## src/rtl/uart_rx_frame.sv

```systemverilog
// UART receiver: 2-FF input synchroniser, mid-bit sampling frame decoder and result FIFO.
// Each FIFO entry holds {ferr, perr, data}; outputs read zero whenever the FIFO is empty.
module uart_rx_frame #(
    parameter int CLK_DIV    = 868,
    parameter int DATA_BITS  = 8,
    parameter int PARITY_EN  = 1,
    parameter int PARITY_ODD = 0,
    parameter int STOP_BITS  = 1,
    parameter int FIFO_DEPTH = 4
) (
    input  logic                             clk,
    input  logic                             rst,
    input  logic                             rxd,
    input  logic                             rx_ready,
    input  logic                             err_clr,
    output logic                             rx_valid,
    output logic [DATA_BITS-1:0]             rx_data,
    output logic                             rx_perr,
    output logic                             rx_ferr,
    output logic                             rx_ovr,
    output logic [$clog2(FIFO_DEPTH+1)-1:0]  fifo_level
);
    localparam int CW = $clog2(CLK_DIV);
    localparam int PW = $clog2(FIFO_DEPTH);
    localparam int LW = $clog2(FIFO_DEPTH+1);
    localparam int WW = DATA_BITS + 2;
    localparam logic [CW-1:0] HALF     = CW'(CLK_DIV / 2);
    localparam logic [CW-1:0] LAST_CNT = CW'(CLK_DIV - 1);
    localparam logic [3:0]    LAST_BIT = 4'(DATA_BITS - 1);
    localparam logic          ODD      = (PARITY_ODD != 0);
    localparam logic          PEN      = (PARITY_EN != 0);

    typedef enum logic [2:0] {IDLE, START, DATA, PARITY, STOP1, STOP2, BRK_WAIT} state_t;

    state_t                 state_q, state_d;
    logic [CW-1:0]          cnt_q, cnt_d;
    logic [3:0]             bit_q, bit_d;
    logic [DATA_BITS-1:0]   shreg_q, shreg_d;
    logic                   perr_q, perr_d, ferr_q, ferr_d;
    logic                   rxd_meta, rxd_sync;
    logic                   push, push_ferr, tick;
    logic [WW-1:0]          push_word;

    always_ff @(posedge clk or posedge rst) begin
        if (rst) begin
            rxd_meta <= 1'b1;
            rxd_sync <= 1'b1;
            state_q  <= IDLE;
            cnt_q    <= '0;
            bit_q    <= '0;
            shreg_q  <= '0;
            perr_q   <= 1'b0;
            ferr_q   <= 1'b0;
        end else begin
            rxd_meta <= rxd;
            rxd_sync <= rxd_meta;
            state_q  <= state_d;
            cnt_q    <= cnt_d;
            bit_q    <= bit_d;
            shreg_q  <= shreg_d;
            perr_q   <= perr_d;
            ferr_q   <= ferr_d;
        end
    end

    assign tick = (cnt_q == LAST_CNT);

    always_comb begin
        state_d   = state_q;
        cnt_d     = cnt_q;
        bit_d     = bit_q;
        shreg_d   = shreg_q;
        perr_d    = perr_q;
        ferr_d    = ferr_q;
        push      = 1'b0;
        push_ferr = 1'b0;
        case (state_q)
            IDLE: begin
                cnt_d  = '0;
                bit_d  = '0;
                perr_d = 1'b0;
                ferr_d = 1'b0;
                if (!rxd_sync) state_d = START;
            end
            START: begin
                // A start bit that is high again at mid-bit is treated as a glitch.
                if (cnt_q == HALF) begin
                    cnt_d   = '0;
                    state_d = rxd_sync ? IDLE : DATA;
                end else begin
                    cnt_d = cnt_q + CW'(1);
                end
            end
            DATA: begin
                if (tick) begin
                    cnt_d   = '0;
                    shreg_d = {rxd_sync, shreg_q[DATA_BITS-1:1]};
                    bit_d   = bit_q + 4'd1;
                    if (bit_q == LAST_BIT) state_d = PEN ? PARITY : STOP1;
                end else begin
                    cnt_d = cnt_q + CW'(1);
                end
            end
            PARITY: begin
                if (tick) begin
                    cnt_d   = '0;
                    perr_d  = rxd_sync ^ (^shreg_q) ^ ODD;
                    state_d = STOP1;
                end else begin
                    cnt_d = cnt_q + CW'(1);
                end
            end
            STOP1, STOP2: begin
                // Leaving at mid final stop bit lets a following start edge be seen without a gap.
                if (tick) begin
                    cnt_d = '0;
                    if (state_q == STOP1 && STOP_BITS == 2) begin
                        ferr_d  = ferr_q | ~rxd_sync;
                        state_d = STOP2;
                    end else begin
                        push      = 1'b1;
                        push_ferr = ferr_q | ~rxd_sync;
                        state_d   = rxd_sync ? IDLE : BRK_WAIT;
                    end
                end else begin
                    cnt_d = cnt_q + CW'(1);
                end
            end
            BRK_WAIT: begin
                if (rxd_sync) state_d = IDLE;
            end
            default: state_d = IDLE;
        endcase
    end

    assign push_word = {push_ferr, perr_q, shreg_q};

    logic [WW-1:0] mem [FIFO_DEPTH];
    logic [PW-1:0] wr_ptr, rd_ptr;
    logic [LW-1:0] level;
    logic          full, pop, do_push, drop;
    logic [WW-1:0] head;

    assign full    = (level == LW'(FIFO_DEPTH));
    assign pop     = rx_valid & rx_ready;
    assign do_push = push & (~full | pop);
    assign drop    = push & full & ~pop;

    always_ff @(posedge clk) begin
        if (do_push) mem[wr_ptr] <= push_word;
    end

    always_ff @(posedge clk or posedge rst) begin
        if (rst) begin
            wr_ptr <= '0;
            rd_ptr <= '0;
            level  <= '0;
            rx_ovr <= 1'b0;
        end else begin
            if (do_push) wr_ptr <= wr_ptr + PW'(1);
            if (pop)     rd_ptr <= rd_ptr + PW'(1);
            case ({do_push, pop})
                2'b10:   level <= level + LW'(1);
                2'b01:   level <= level - LW'(1);
                default: level <= level;
            endcase
            if (drop)         rx_ovr <= 1'b1;
            else if (err_clr) rx_ovr <= 1'b0;
        end
    end

    assign head       = mem[rd_ptr];
    assign rx_valid   = (level != '0);
    assign rx_data    = rx_valid ? head[DATA_BITS-1:0] : '0;
    assign rx_perr    = rx_valid & head[DATA_BITS];
    assign rx_ferr    = rx_valid & head[DATA_BITS+1];
    assign fifo_level = level;
endmodule

```

## config.mk

```make
export PLATFORM = sky130hd
export DESIGN_NAME = uart_rx_frame
export DESIGN_NICKNAME = d
export VERILOG_FILES = /design/src/rtl/uart_rx_frame.sv
export SDC_FILE = /design/constraint.sdc
export NUM_CORES = 1
export LEC_CHECK = 0
export CAP_MARGIN = 20
export CORE_ASPECT_RATIO = 1.4
export CORE_MARGIN = 4
export CORE_UTILIZATION = 34
export DETAILED_ROUTE_END_ITERATION = 6
export PLACE_DENSITY = 0.54
export SETUP_SLACK_MARGIN = 0.05
export SLEW_MARGIN = 25
export SYNTH_ARGS = -nofsm -noshare
export SYNTH_HDL_FRONTEND = slang
export SYNTH_SLANG_ARGS = --single-unit
```

## constraint.sdc

```tcl
create_clock -name clk -period 5.1 [get_ports clk]
set_clock_uncertainty 0.1 [all_clocks]
set_input_delay 1.02 -clock clk [delete_from_list [all_inputs] [get_ports clk]]
set_output_delay 1.02 -clock clk [all_outputs]
set_load 0.1 [all_outputs]
```

Yosys cells after proc, flatten, opt, wreduce, memory -nomap -nowiden
Memories as Yosys holds them, arrays and structs flattened.
Index checks and enable logic that the tools add are counted.
W data, S select, Z words.
- memories kept: 1
- output and inout port bits: 15
- flip-flop bits (word level): 36
- bits in writable memories: 40
- memories (name ; depth ; bits a word ; read ports ; clocked after Yosys merged registers in ; wr ports ; line ; source):
    mem ; 4 ; 10 ; 1 ; 0 ; 1 ; 138 ; logic [WW-1:0] mem [FIFO_DEPTH];
- reductions and logical operators: 14
- eq/ne operators: 19
- bitwise gates (word level): 11
- add/sub/neg operators: 6
- mux-type cells: 27
- operators with widths (kind ; count):
    $pmux W10 S3 ; 1
    $mux W3 ; 8
    $mux W10 ; 2
    $pmux W3 S6 ; 1
    $ne A2 B2 Y1 const B ; 7
    $eq A3 B3 Y1 const B ; 4
    $add A10 B1 Y10 const B ; 1
    $eq A10 B10 Y1 const B ; 1
    $eq A10 B9 Y1 const B ; 1
    $mux W1 ; 9
    $mux W8 ; 1
    $pmux W4 S2 ; 1
    $reduce_bool A2 Y1 ; 4
    $reduce_xor A8 Y1 ; 1
    $reduce_and A7 Y1 ; 1
    $and A1 B1 Y1 ; 6
    $eq A3 B2 Y1 const B ; 2
    $pmux W3 S2 ; 1
    $reduce_and A2 Y1 ; 3
    $reduce_bool A3 Y1 ; 2
    $add A2 B1 Y2 const B ; 2
    $add A4 B1 Y4 const B ; 1
    $eq A4 B3 Y1 const B ; 1
    $mux W4 ; 1
    other kinds (13) ; 15

Logic depth before layout (Yosys ltp)
Gate-level depths: netlist (run 1).
- word-level depth: 6
- mapped depth: 12

Worst setup path after synthesis (run 1)
No wires, ideal clock.
- kind: register -> output
- start point: register level[0] (netlist: fifo_level[0])
- end point: output rx_data[0]
- path slack: 936 ps
- arrival: 3044 ps
- cell stages (with the launch flop): 4
- cells stage by stage: dfrtp_1 > or3_1 > clkbuf_1 > and2_1
- cells in the longest elaborated chain, start to end: 2
- RTL lines (item ; line ; source):
    start, declared ; 140 ; logic [LW-1:0] level;
    start signal, assigned ; 163 ; 2'b10: level <= level + LW'(1);
    start signal, assigned ; 164 ; 2'b01: level <= level - LW'(1);
    start signal, assigned ; 165 ; default: level <= level;
    $reduce_bool A3 Y1 ; 173 ; assign rx_valid = (level != '0);
    named net rx_valid ; 16 ; output logic rx_valid,
    $mux W8 ; 174 ; assign rx_data = rx_valid ? head[DATA_BITS-1:0] : '0;
    end, declared ; 17 ; output logic [DATA_BITS-1:0] rx_data,
The timed path passes the listed nets, and every way through them passes these cells.

Worst setup path in the final report (run 1)
- start point: register rd_ptr[0]
- end point: output rx_data[4]
- cells in the longest elaborated chain, start to end: 2
- RTL lines (item ; line ; source):
    start, declared ; 139 ; logic [PW-1:0] wr_ptr, rd_ptr;
    start signal, assigned ; 161 ; if (pop) rd_ptr <= rd_ptr + PW'(1);
    $mem_v2 Z4 W10 ; -- ;
    $mux W8 ; 174 ;
Every way passes these cells.

==> Flow_metrics.wiki, run 1 <==
{| class="wikitable"
! Metric !! Value
|-
| Run status || finished clean
|-
| Transition time of the tightest slew-check pin || 1.03 ns
|-
| Peak supply drop || 0.000170 V
|-
| Number of distinct library cells after synthesis || 54
|-
| Number of warnings reported in the yosys synthesis log || 0
|-
| TritonCTS clock tree || yes
|-
| Combinational share of power || 15.6%
|-
| Clock tree root buffer cell || sky130_fd_sc_hd__clkbuf_16
|-
| Buffers added on ports || 19
|-
| Final antenna-violating net count || 0
|-
| Unrepaired setup endpoints after global routing || no
|-
| Hold Path Stages || 0
|-
| Largest net degree at the start of global routing || 37
|-
| Critical Path Fanout Max || 12
|-
| DR pass1 iterations || 4
|-
| Placed Area || 3850 um^2
|-
| Launching element type of the critical path || flop
|-
| Cell-internal power || 1190 uW
|-
| ANT cells || 0
|-
| # IOs || 20
|-
| DRC viols || 0
|-
| Syn Inst Count || 262
|-
| Fmax || 254 MHz
|-
| Final Net Count || 296
|-
| Global router's overall resource usage || 11.4%
|-
| Fraction of the cycle the final worst path needs || 77.2%
|-
| Number of instances resized during post-cts repair || 0
|-
| Required time at the endpoint of the critical path || 3.98 ns
|-
| Cell area after synthesis || 3540 um^2
|-
| Register area share after synthesis || 59.5%
|-
| Final worst setup slack || 1.16 ns
|-
| Category of the worst setup path capture point || primary output
|-
| Proportion of power drawn by the clock network || 40.8%
|-
| HPWL after detailed placement || 4210 um
|-
| Finish-stage setup viols || 0
|-
| GPL Wtd Cong || 0.764
|-
| Critical R2R Capture || fifo_level[2]$_DFFE_PP0P_
|-
| Net switching share of the total power || 28.3%
|-
| Fraction of final layout cells with drive strength greater than 1 || 15.3%
|-
| First-pass GRT wire length || 10400 um
|-
| Worst-case hold path end point || rxd_sync$_DFF_PP1_
|-
| Clock Pin Slew Worst Setup and Hold Paths || 0.06 ns
|-
| Row Count || 43
|-
| Final Slew Violations || 0
|-
| Number of global-route vias before repair || 2077
|-
| Cts bufs inserted || 9
|-
| Final critical-path required period || 3.94 ns
|-
| Drt via density || 4.91
|-
| Remaining global-route overflow || 0
|-
| Hold-fix buffer count after cts || 0
|-
| Wire length after detailed routing || 6110 um
|-
| Clock net sink count || 76
|-
| Most common cell after layout, fill and taps aside || sky130_fd_sc_hd__edfxtp_1
|-
| Arrival time of data at the critical path endpoint || 2.82 ns
|-
| Pwr dens || 397 nW/um^2
|-
| Commonest cells after routing, fill and taps aside || sky130_fd_sc_hd__edfxtp_1, sky130_fd_sc_hd__dfrtp_1, sky130_fd_sc_hd__nand2_1
|-
| Logic depth of the worst register-to-register path || 11
|-
| Post-synth net total || 276
|-
| Total Neg Setup Slack || 0 ns
|-
| Worst-case register-to-register setup slack || 2.47 ns
|-
| Type of the setup path with the least slack || flop to primary output
|-
| Die extent in y || 129 um
|-
| Maximum Capacitance Violations || 0
|-
| Core outline area || 10100 um^2
|-
| Area growth, synth to finish || 18.0%
|-
| CTS Buffer Depth || 2
|-
| Die width || 94.2 um
|-
| Post-route design area || 4170 um^2
|-
| Sequential power share || 43.6%
|-
| Minimum setup slack after placement || 1.45 ns
|-
| Number of levels the H-tree was split into || 3
|-
| Area enclosed by the die boundary || 12100 um^2
|-
| Hold violation total from the final report || 0
|-
| Leak pwr || 0.00171 uW
|-
| Synth Flop Type || sky130_fd_sc_hd__edfxtp_1
|-
| Asr flop ratio synth || 47.4%
|-
| Worst hold path startpoint || rxd_meta$_DFF_PP1_
|-
| Starting DRT DRC Count || 79
|-
| Worst hold path type || flop to flop
|-
| Average cell area after synthesis || 13.5 um^2
|-
| Flip-flop and latch count after synthesis || 76
|-
| Number of buffers inserted by post-CTS setup repair || 0
|-
| Drt wl/cell || 14.5 um
|-
| Via total after detailed routing || 2073
|-
| Number of enable-type register cells in the synthesized netlist || 40
|-
| Effective utilization at floorplan || 35.2%
|-
| Source-to-sink clock delay at the later pin of the worst-skew pair || 0.33 ns
|-
| Initial antenna violation count || 0
|-
| Remaining max-slew budget at the tightest pin || 31.3%
|-
| Worst reg2reg path startpoint || cnt_q[1]$_DFFE_PP0P_
|-
| Net switching component of the power || 469 uW
|-
| Fillcell total || 936
|}
==> per-layer routing <==
layer  part of all wire (%)  global-route usage [%]  up-vias  routed length (um)
li1                       -                       -     1015                   -
met1                     44                    13.4     1017                2690
met2                     50                    18.7       29                3080
met3                    3.4                    4.04       12                 209
met4                    2.1                    4.85        0                 131
met5                      0                       0        -                   0
==> per-stage QoR <==
stage / hold WS (ns) / total power [uW] / std cells / util, %
after floorplan: 0.245 / 937 / 262 / -
after global placement: 0.255 / 999 / 406 / 38.3
after detailed placement: 0.252 / 1000 / 406 / 38.3
after CTS: 0.261 / 1680 / 422 / 41.4
after global routing: 0.263 / 1740 / 422 / 41.5
final: 0.260 / 1660 / 422 / 41.5
==> state kept, by name, summed over array words and instances (netlist names), 2 cells and up <==
signal,flops
cnt_q,10
rd_ptr,2
mem,40
shreg_q,8
fifo_level,3
bit_q,4
state_q,3
wr_ptr,2
==> synth_stat cells (2+ instances only) <==
master | instances | area, um^2
sky130_fd_sc_hd__mux2_2 | 9 | 101
sky130_fd_sc_hd__clkbuf_1 | 3 | 11.3
sky130_fd_sc_hd__nand3_1 | 2 | 10.0
sky130_fd_sc_hd__nor4_1 | 2 | 12.5
sky130_fd_sc_hd__nor2b_1 | 2 | 12.5
sky130_fd_sc_hd__nor2_1 | 11 | 41.3
sky130_fd_sc_hd__xnor2_1 | 10 | 87.6
sky130_fd_sc_hd__a41oi_1 | 3 | 26.3
sky130_fd_sc_hd__o21a_1 | 2 | 15.0
sky130_fd_sc_hd__a31oi_1 | 2 | 12.5
sky130_fd_sc_hd__ha_1 | 8 | 100
sky130_fd_sc_hd__mux4_2 | 10 | 225
sky130_fd_sc_hd__nand4_1 | 3 | 18.8
sky130_fd_sc_hd__buf_4 | 2 | 15.0
sky130_fd_sc_hd__o22ai_1 | 8 | 50.1
sky130_fd_sc_hd__nor3_1 | 5 | 25.0
sky130_fd_sc_hd__dfstp_2 | 2 | 52.6
sky130_fd_sc_hd__and2_1 | 18 | 113
sky130_fd_sc_hd__dfrtp_1 | 34 | 851
sky130_fd_sc_hd__o2bb2ai_1 | 2 | 17.5
sky130_fd_sc_hd__o31a_1 | 2 | 17.5
sky130_fd_sc_hd__a22o_1 | 2 | 17.5
sky130_fd_sc_hd__o21ai_0 | 9 | 45.0
sky130_fd_sc_hd__buf_2 | 5 | 25.0
sky130_fd_sc_hd__a21oi_1 | 2 | 10.0
sky130_fd_sc_hd__mux2i_1 | 2 | 20.0
sky130_fd_sc_hd__nand2_1 | 23 | 86.3
sky130_fd_sc_hd__xor2_1 | 3 | 26.3
sky130_fd_sc_hd__edfxtp_1 | 40 | 1200
sky130_fd_sc_hd__inv_1 | 12 | 45.0
==> area by class of cell <==
cell class / count / area (um^2) / share of cell area (%)
sequential: 76 / 2100 / 50.4
multi-input combinational: 163 / 1340 / 32.1
clock buffer: 10 / 229 / 5.49
timing repair buffer: 20 / 198 / 4.74
tap: 135 / 169 / 4.05
clock inverter: 6 / 88.8 / 2.13
inverter: 12 / 45.0 / 1.08
==> power groups by stage <==
| stage | combinational (uW) | clock (uW) | sequential, uW |
|---|---|---|---|
| 2_1_floorplan | 153 | 0 | 785 |
| 3_3_place_gp | 260 | 0 | 739 |
| 3_5_place_dp | 265 | 0 | 738 |
| 4_1_cts | 264 | 691 | 726 |
| 5_1_grt | 279 | 724 | 733 |
| 6_report | 259 | 675 | 722 |
==> how the worst max path moves through the flow <==
stage	cells past startpoint	slack, ns	startpoint	end
2_1_floorplan	3	0.94	fifo_level[0]$_DFFE_PP0P_	rx_data[0]
3_3_place_gp	3	1.45	rd_ptr[0]$_DFFE_PP0P_	rx_data[4]
3_5_place_dp	3	1.45	rd_ptr[0]$_DFFE_PP0P_	rx_data[1]
4_1_cts	3	1.08	rd_ptr[0]$_DFFE_PP0P_	rx_data[1]
5_1_grt	3	0.98	rd_ptr[0]$_DFFE_PP0P_	rx_data[5]
6_report	3	1.16	rd_ptr[0]$_DFFE_PP0P_	rx_data[4]
==> kinds of logic after synthesis <==
kind of cell	after synthesis	synth area share, %
DFF	76	59.5
xor gates and xnor gates	14	3.85
buffers and inverters	23	2.83
adders and majority gates	9	3.39
and+or+nand+nor	82	13.5
AOI/OAI and AO/OA	37	7.18
muxes	21	9.80
==> critical path, stage by stage, from the launching register on <==
cell and delay (ns):
sky130_fd_sc_hd__dfrtp_1 0.78, sky130_fd_sc_hd__mux4_2 0.58, sky130_fd_sc_hd__and2_1 0.16, sky130_fd_sc_hd__clkdlybuf4s50_1 0.96
Power figures use the tool's default switching activity.
==> run 2: changes to the inputs <==
--- a/config.mk
+++ b/config.mk
@@ -10,7 +10,7 @@
 export CORE_MARGIN = 4
 export CORE_UTILIZATION = 34
 export DETAILED_ROUTE_END_ITERATION = 6
-export PLACE_DENSITY = 0.54
+export PLACE_DENSITY = 0.56
 export SETUP_SLACK_MARGIN = 0.05
 export SLEW_MARGIN = 25
 export SYNTH_ARGS = -nofsm -noshare
==> constraint.sdc (replaced) <==
create_clock -name clk -period 3.48 [get_ports clk]
set_clock_uncertainty 0.1 [all_clocks]
set_input_delay 0.696 -clock clk [delete_from_list [all_inputs] [get_ports clk]]
set_output_delay 0.696 -clock clk [all_outputs]
set_load 0.1 [all_outputs]
==> run 2 against run 1 <==
Compared with the run above: sequential cell count unchanged; clock power increased by 37%; global-route usage increased by 0.37 points; sequential power increased by 47%; register-to-register slack got worse by 1.6 ns; largest power group unchanged; wire length increased by 2.8%; die area unchanged; sequential share of layout area increased by 0.40 points; utilization decreased by 0.32 points; largest cell class unchanged; critical path depth unchanged; critical path type unchanged.
==> Flow_metrics.wiki, run 2 (synthesized netlist as in run 1, its figures left out) <==
{| class="wikitable"
! Metric !! Value
|-
| Buffers added on ports || 19 (unchanged)
|-
| Worst hold path type || flop to flop (unchanged)
|-
| Remaining global-route overflow || 0 (unchanged)
|-
| Number of instances resized during post-cts repair || 0 (unchanged)
|-
| Remaining max-slew budget at the tightest pin || 54.7% (was 31.3%)
|-
| Transition time of the tightest slew-check pin || 0.678 ns (was 1.03 ns)
|-
| First-pass GRT wire length || 10900 um (was 10400 um)
|-
| ANT cells || 0 (unchanged)
|-
| Area enclosed by the die boundary || 12100 um^2 (unchanged)
|-
| Beginning of the critical path || rd_ptr[0]$_DFFE_PP0P_ (unchanged)
|-
| Global router's overall resource usage || 11.8% (was 11.4%)
|-
| Run status || finished clean (unchanged)
|-
| Post-route design area || 4140 um^2 (was 4170 um^2)
|-
| Clock Pin Slew Worst Setup and Hold Paths || 0.06 ns (about the same)
|-
| Final Net Count || 300 (was 296)
|-
| Highest routed metal layer || met4 (unchanged)
|-
| Area growth, synth to finish || 17.0% (was 18.0%)
|-
| Final worst setup slack || 0.589 ns (was 1.16 ns)
|-
| Number of buffers inserted by post-CTS setup repair || 0 (unchanged)
|-
| Final Slew Violations || 0 (unchanged)
|-
| Number of global-route vias before repair || 2062 (was 2077)
|-
| Type of the setup path with the least slack || flop to primary output (unchanged)
|-
| Drt via density || 4.96 (was 4.91)
|-
| Number of levels the H-tree was split into || 3 (unchanged)
|-
| Critical Path Fanout Max || 11 (was 12)
|-
| Register name with the most flops || mem (unchanged)
|-
| Routed wl met3 || 174 um (was 209 um)
|-
| Worst reg2reg path startpoint || cnt_q[1]$_DFFE_PP0P_ (unchanged)
|-
| Via total after detailed routing || 2111 (was 2073)
|-
| Clock net sink count || 76 (unchanged)
|-
| GPL Wtd Cong || 0.758 (was 0.764)
|-
| Starting DRT DRC Count || 122 (was 79)
|-
| Launching element type of the critical path || flop (unchanged)
|-
| Clock tree root buffer cell || sky130_fd_sc_hd__clkbuf_16 (unchanged)
|-
| Detailed route wirelength on metal2 || 3200 um (was 3080 um)
|-
| Largest net degree at the start of global routing || 21 (was 37)
|-
| Die extent in y || 129 um (unchanged)
|-
| Pwr dens || 573 nW/um^2 (was 397 nW/um^2)
|-
| Total Neg Setup Slack || 0 ns (unchanged)
|-
| Drt wl/cell || 14.7 um (was 14.5 um)
|-
| Die width || 94.2 um (unchanged)
|-
| Design Power || 2370 uW (was 1660 uW)
|-
| TritonCTS clock tree || yes (unchanged)
|-
| CTS Buffer Depth || 2 (unchanged)
|-
| Most common cell after layout, fill and taps aside || sky130_fd_sc_hd__edfxtp_1 (unchanged)
|-
| DRC viols || 0 (unchanged)
|-
| Source-to-sink clock delay at the later pin of the worst-skew pair || 0.33 ns (about the same)
|-
| Peak supply drop || 0.000246 V (was 0.000170 V)
|-
| # IOs || 20 (unchanged)
|-
| Hold-fix buffer count after cts || 0 (unchanged)
|-
| Core outline area || 10100 um^2 (unchanged)
|-
| Logic depth of the worst register-to-register path || 11 (unchanged)
|-
| Placed Area || 3840 um^2 (was 3850 um^2)
|-
| Effective utilization at floorplan || 35.2% (unchanged)
|-
| Cts bufs inserted || 9 (unchanged)
|-
| Critical R2R Capture || fifo_level[2]$_DFFE_PP0P_ (unchanged)
|-
| Arrival time of data at the critical path endpoint || 2.09 ns (was 2.82 ns)
|-
| Timing endpoint of the critical path || rx_data[7] (was rx_data[4])
|-
| Category of the worst setup path capture point || primary output (unchanged)
|-
| Row Count || 43 (unchanged)
|-
| Fraction of final layout cells with drive strength greater than 1 || 21.6% (was 15.3%)
|-
| Minimum setup slack after placement || 0.283 ns (was 1.45 ns)
|-
| Final antenna-violating net count || 0 (unchanged)
|-
| Met1 layer wirelength in the final routing || 2780 um (was 2690 um)
|-
| Largest registers || mem x40, cnt_q x10, shreg_q x8 (unchanged)
|-
| DR pass1 iterations || 4 (unchanged)
|-
| Commonest cells after routing, fill and taps aside || sky130_fd_sc_hd__edfxtp_1, sky130_fd_sc_hd__dfrtp_1, sky130_fd_sc_hd__nand2_1 (unchanged)
|-
| Final critical-path required period || 2.89 ns
|-
| Initial antenna violation count || 0 (unchanged)
|-
| Leak pwr || 0.00174 uW (was 0.00171 uW)
|-
| Required time at the endpoint of the critical path || 2.68 ns (was 3.98 ns)
|-
| Fillcell total || 978 (was 936)
|-
| HPWL after detailed placement || 4340 um (was 4210 um)
|-
| Unrepaired setup endpoints after global routing || no (unchanged)
|-
| Maximum Capacitance Violations || 0 (unchanged)
|-
| Finish-stage setup viols || 0 (unchanged)
|-
| Worst-case register-to-register setup slack || 0.90 ns (was 2.47 ns)
|-
| Fmax || 346 MHz
|-
| Fraction of the cycle the final worst path needs || 83.1%
|-
| Wire length after detailed routing || 6280 um (was 6110 um)
|-
| Hold violation total from the final report || 0 (unchanged)
|-
| Flip-flop count of the largest register after layout || 40 (unchanged)
|}
==> run 2: changes by cell type in the layout (fill, tap and decap cells not counted), moves of 2 or more <==
cell / previous run / this run
sky130_fd_sc_hd__clkdlybuf4s50_1: 19 / 4
sky130_fd_sc_hd__clkinvlp_4: 1 / 3
sky130_fd_sc_hd__buf_4: 1 / 20
sky130_fd_sc_hd__inv_6: 0 / 2
sky130_fd_sc_hd__clkinv_4: 2 / 0
==> run 2: worst min path at each step <==
stage                       start            endpoint  depth (start not counted)
6_report       rxd_meta$_DFF_PP1_  rxd_sync$_DFF_PP1_                          0
5_1_grt        rxd_meta$_DFF_PP1_  rxd_sync$_DFF_PP1_                          0
3_3_place_gp   rxd_meta$_DFF_PP1_  rxd_sync$_DFF_PP1_                          0
4_1_cts        rxd_meta$_DFF_PP1_  rxd_sync$_DFF_PP1_                          0
3_5_place_dp   rxd_meta$_DFF_PP1_  rxd_sync$_DFF_PP1_                          0
2_1_floorplan  rxd_meta$_DFF_PP1_  rxd_sync$_DFF_PP1_                          0
==> run 2: stage by stage <==
stage	util (%)	hold WS [ns]	std cells
final	41.2	0.265	426
after global routing	41.2	0.267	426
after CTS	41.2	0.263	426
after detailed placement	38.2	0.254	410
after global placement	38.2	0.254	410
after floorplan	-	0.245	262
==> run 2: layout make-up <==
type	instances	area [um^2]	area share, %
multi-input cells	163	1330	32.2
clock buffers	9	225	5.44
flip-flops and latches	76	2100	50.8
well taps	135	169	4.08
repair buffers	24	190	4.59
inverters	12	45.0	1.09
clock inverters	7	73.8	1.78
==> run 2: critical path, stage by stage, from the launching register on <==
cell and delay [ns]:
sky130_fd_sc_hd__dfrtp_1 0.77, sky130_fd_sc_hd__mux4_2 0.59, sky130_fd_sc_hd__and2_1 0.17, sky130_fd_sc_hd__buf_4 0.23
==> run 2: power by group <==
part | internal [uW] | switching (uW) | total [uW]
Clock | 557 | 369 | 926
Combinational | 136 | 248 | 384
Sequential | 974 | 88.3 | 1060
==> run 2: routing by layer <==
layer  vias to the layer above  global-route usage (%)
met5                         -                       0
met2                        27                    19.3
met4                         0                    6.12
met3                         7                    2.34
li1                       1019                       -
met1                      1058                    14.6
==> patch, RTL diff (flow settings as in run 2) <==
The parameter `PARITY_EN` goes from 1 to 0.
--- a/src/rtl/uart_rx_frame.sv
+++ b/src/rtl/uart_rx_frame.sv
@@ -4,5 +4,5 @@
     parameter int CLK_DIV    = 868,
     parameter int DATA_BITS  = 8,
-    parameter int PARITY_EN  = 1,
+    parameter int PARITY_EN  = 0,
     parameter int PARITY_ODD = 0,
     parameter int STOP_BITS  = 1,
Check against the original RTL: no difference found for any inputs over 10 cycles, from zero or initial values and one cycle with rst high; that may be too few to reach the edited logic, so the function may still have changed.
==> patch against run 2 <==
  * Core utilization is 0.25 points higher
  * Synthesized area is 0.67% higher
  * Wire length is 3.1% lower
  * Critical path type unchanged
  * First-iteration DRC count is 37% lower
  * Sequential cell count stayed put
  * Setup slack worse by 0.040 ns
  * Global-route usage is 0.60 points lower
  * Final area is 0.60% higher
Power is not compared: it rests on default switching activity, and its combinational part moved more than twofold at a synthesized area within 25%.
==> patch: results (changes against run 2) <==
run_status:
  outcome: "completed"  # unchanged
place:
  port_buffers: 19  # unchanged
  pre_cts_slack_ns: 0.800  # was 0.283 ns
  dp_cells: 410  # unchanged
  gp_congestion: 0.697  # was 0.758
  placed_cell_area_um2: 3870  # was 3840 um^2
  dp_hpwl_um: 4110  # was 4340 um
timing:
  slew_headroom_pct: 46.1  # was 54.7%
grt:
  grt_pass1_vias: 2022  # was 2062
  antenna_found_initial: 0  # unchanged
  grt_max_degree: 22  # was 21
  grt.total_usage_pct: 11.2  # was 11.8%
  grt_pass1_wl_um: 10200  # was 10900 um
setup_path:
  arrival_ns: 2.13  # was 2.09 ns
  cp_max_fo: 12  # was 11
  cpLargestDelayFamily: "flip-flops"  # unchanged
  cp_slowest_cell: "dfrtp_1"  # unchanged
  slowest_delay_ns: 0.78
logic_synthesis:
  synth_area_leaders: "edfxtp_1 (34%), dfrtp_1 (24%), mux4_2 (6.3%), xnor2_1 (3.0%), mux2_1 (2.5%)"  # was edfxtp_1 (34%), dfrtp_1 (24%), mux4_2 (6.4%), and2_1 (3.2%), mux2_2 (2.9%)
  synth_nets: 276  # unchanged
  synth.distinct_cells: 50  # was 54
  yosys-top-cells-count: "edfxtp_1 (40), dfrtp_1 (34), nand2_1 (14), nor2_1 (14), xnor2_1 (12)"  # was edfxtp_1 (40), dfrtp_1 (34), nand2_1 (23), and2_1 (18), inv_1 (12)
  synth-adder-area-share_pct: 3.02  # was 3.39%
  synthMuxAreaShare_pct: 9.41  # was 9.79%
  async_reset_ff_share_pct: 47.4  # unchanged
  yosysSeqAreaShare_pct: 59.1  # was 59.5%
  synthesis.instances: 263  # was 262
  synth_xor_area_share_pct: 4.67  # was 3.85%
  synth_edf_count: 40  # unchanged
  synth_flop_cell: "edfxtp_1"  # unchanged
  synth_warnings: 0  # unchanged
  synth_compound_area_share_pct: 6.74  # was 7.18%
worst_hold_path:
  hold_class: "flip-flop to flip-flop"  # unchanged
drt:
  routedWlPerCell_um: 14.3  # was 14.7 um
  first_pass_iters: 4  # unchanged
  viasPerCell: 4.90  # was 4.96
  drt-initial-drc-count: 77  # was 122
clock_tree:
  worst_skew_pair.late_latency_ns: 0.33  # about the same
  path_clk_slew_ns: 0.06  # about the same
  numCtsBuffers: 9  # unchanged
  root_buffer: "clkbuf_16"  # unchanged
  cts_resized: 0  # unchanged
  htreeDepth: 3  # unchanged
  cts_max_path_buffers: 2  # unchanged
  post_cts_buffers: 0  # unchanged
power:
  leakage_nw: 1.78
  vdd_drop_max_mv: 0.252
finish:
  nets: 299  # was 300
  n_antenna_cell: 0  # unchanged
  largestRegisters: "mem: 40 flops, cnt_q: 10 flops, shreg_q: 8 flops"  # unchanged
  final_cells: 426  # unchanged
  drive_gt1_share_pct: 23.4  # was 21.6%
  fillers: 932  # was 978
run:
  drv_cap: 0  # unchanged
patch: changes by cell type in the layout (fill, tap and decap cells not counted), sizes merged, moves of 4 or more:
cell / before / now
a21oi: 2 / 6
a31oi: 2 / 8
and2: 19 / 11
nand2: 23 / 15
nand3: 3 / 11
nand3b: 0 / 4
o21ai: 9 / 13
o22ai: 8 / 1
xor2: 3 / 7
patch: path summary, 6_finish.rpt:
path | from | endpoint | slack, ns | depth (start not counted)
worst min register to register | rxd_meta | rxd_sync | 0.26 | 0
max in group asynchronous | rst | rxd_meta | 1.86 | 3
min in group asynchronous | rst | wr_ptr[0] | 0.72 | 2
worst max register to register | cnt_q[0] | fifo_level[2] | 0.92 | 9
worst min-delay path | rxd_meta | rxd_sync | 0.26 | 0
worst max-delay path | rd_ptr[0] | rx_data[5] | 0.55 | 3
patch: report_power, final:
part | leakage, nW | internal [mW] | switching, mW
combinational | 0.706 | 0.00767 | 0.0115
clock | 0.140 | 0.561 | 0.362
sequential | 0.936 | 0.943 | 0.00159
patch: final cells by class:
cell class              instances  area, um^2  share of cell area, %
clock buffers                  10         229                   5.50
multi-input cells             166        1370                   32.9
inverters                       9        33.8                  0.811
flip-flops and latches         76        2100                   50.5
clock inverters                 6        71.3                   1.71
well taps                     135         169                   4.05
repair buffers                 24         190                   4.56
patch: cell families after synthesis:
| family | Yosys count |
|---|---|
| and+or+nand+nor | 84 |
| DFF | 76 |
| AOI/OAI and AO/OA | 35 |
| buffers and inverters | 21 |
| muxes | 20 |
| xor gates and xnor gates | 19 |
| adders and majority gates | 8 |
patch: layer usage:
layer	global-route usage (%)	wire length (um)	vias up
li1	-	-	1020
met4	6.29	117	0
met1	13.1	2620	1024
met5	0	0	-
met2	18.1	3100	33
met3	3.43	240	10
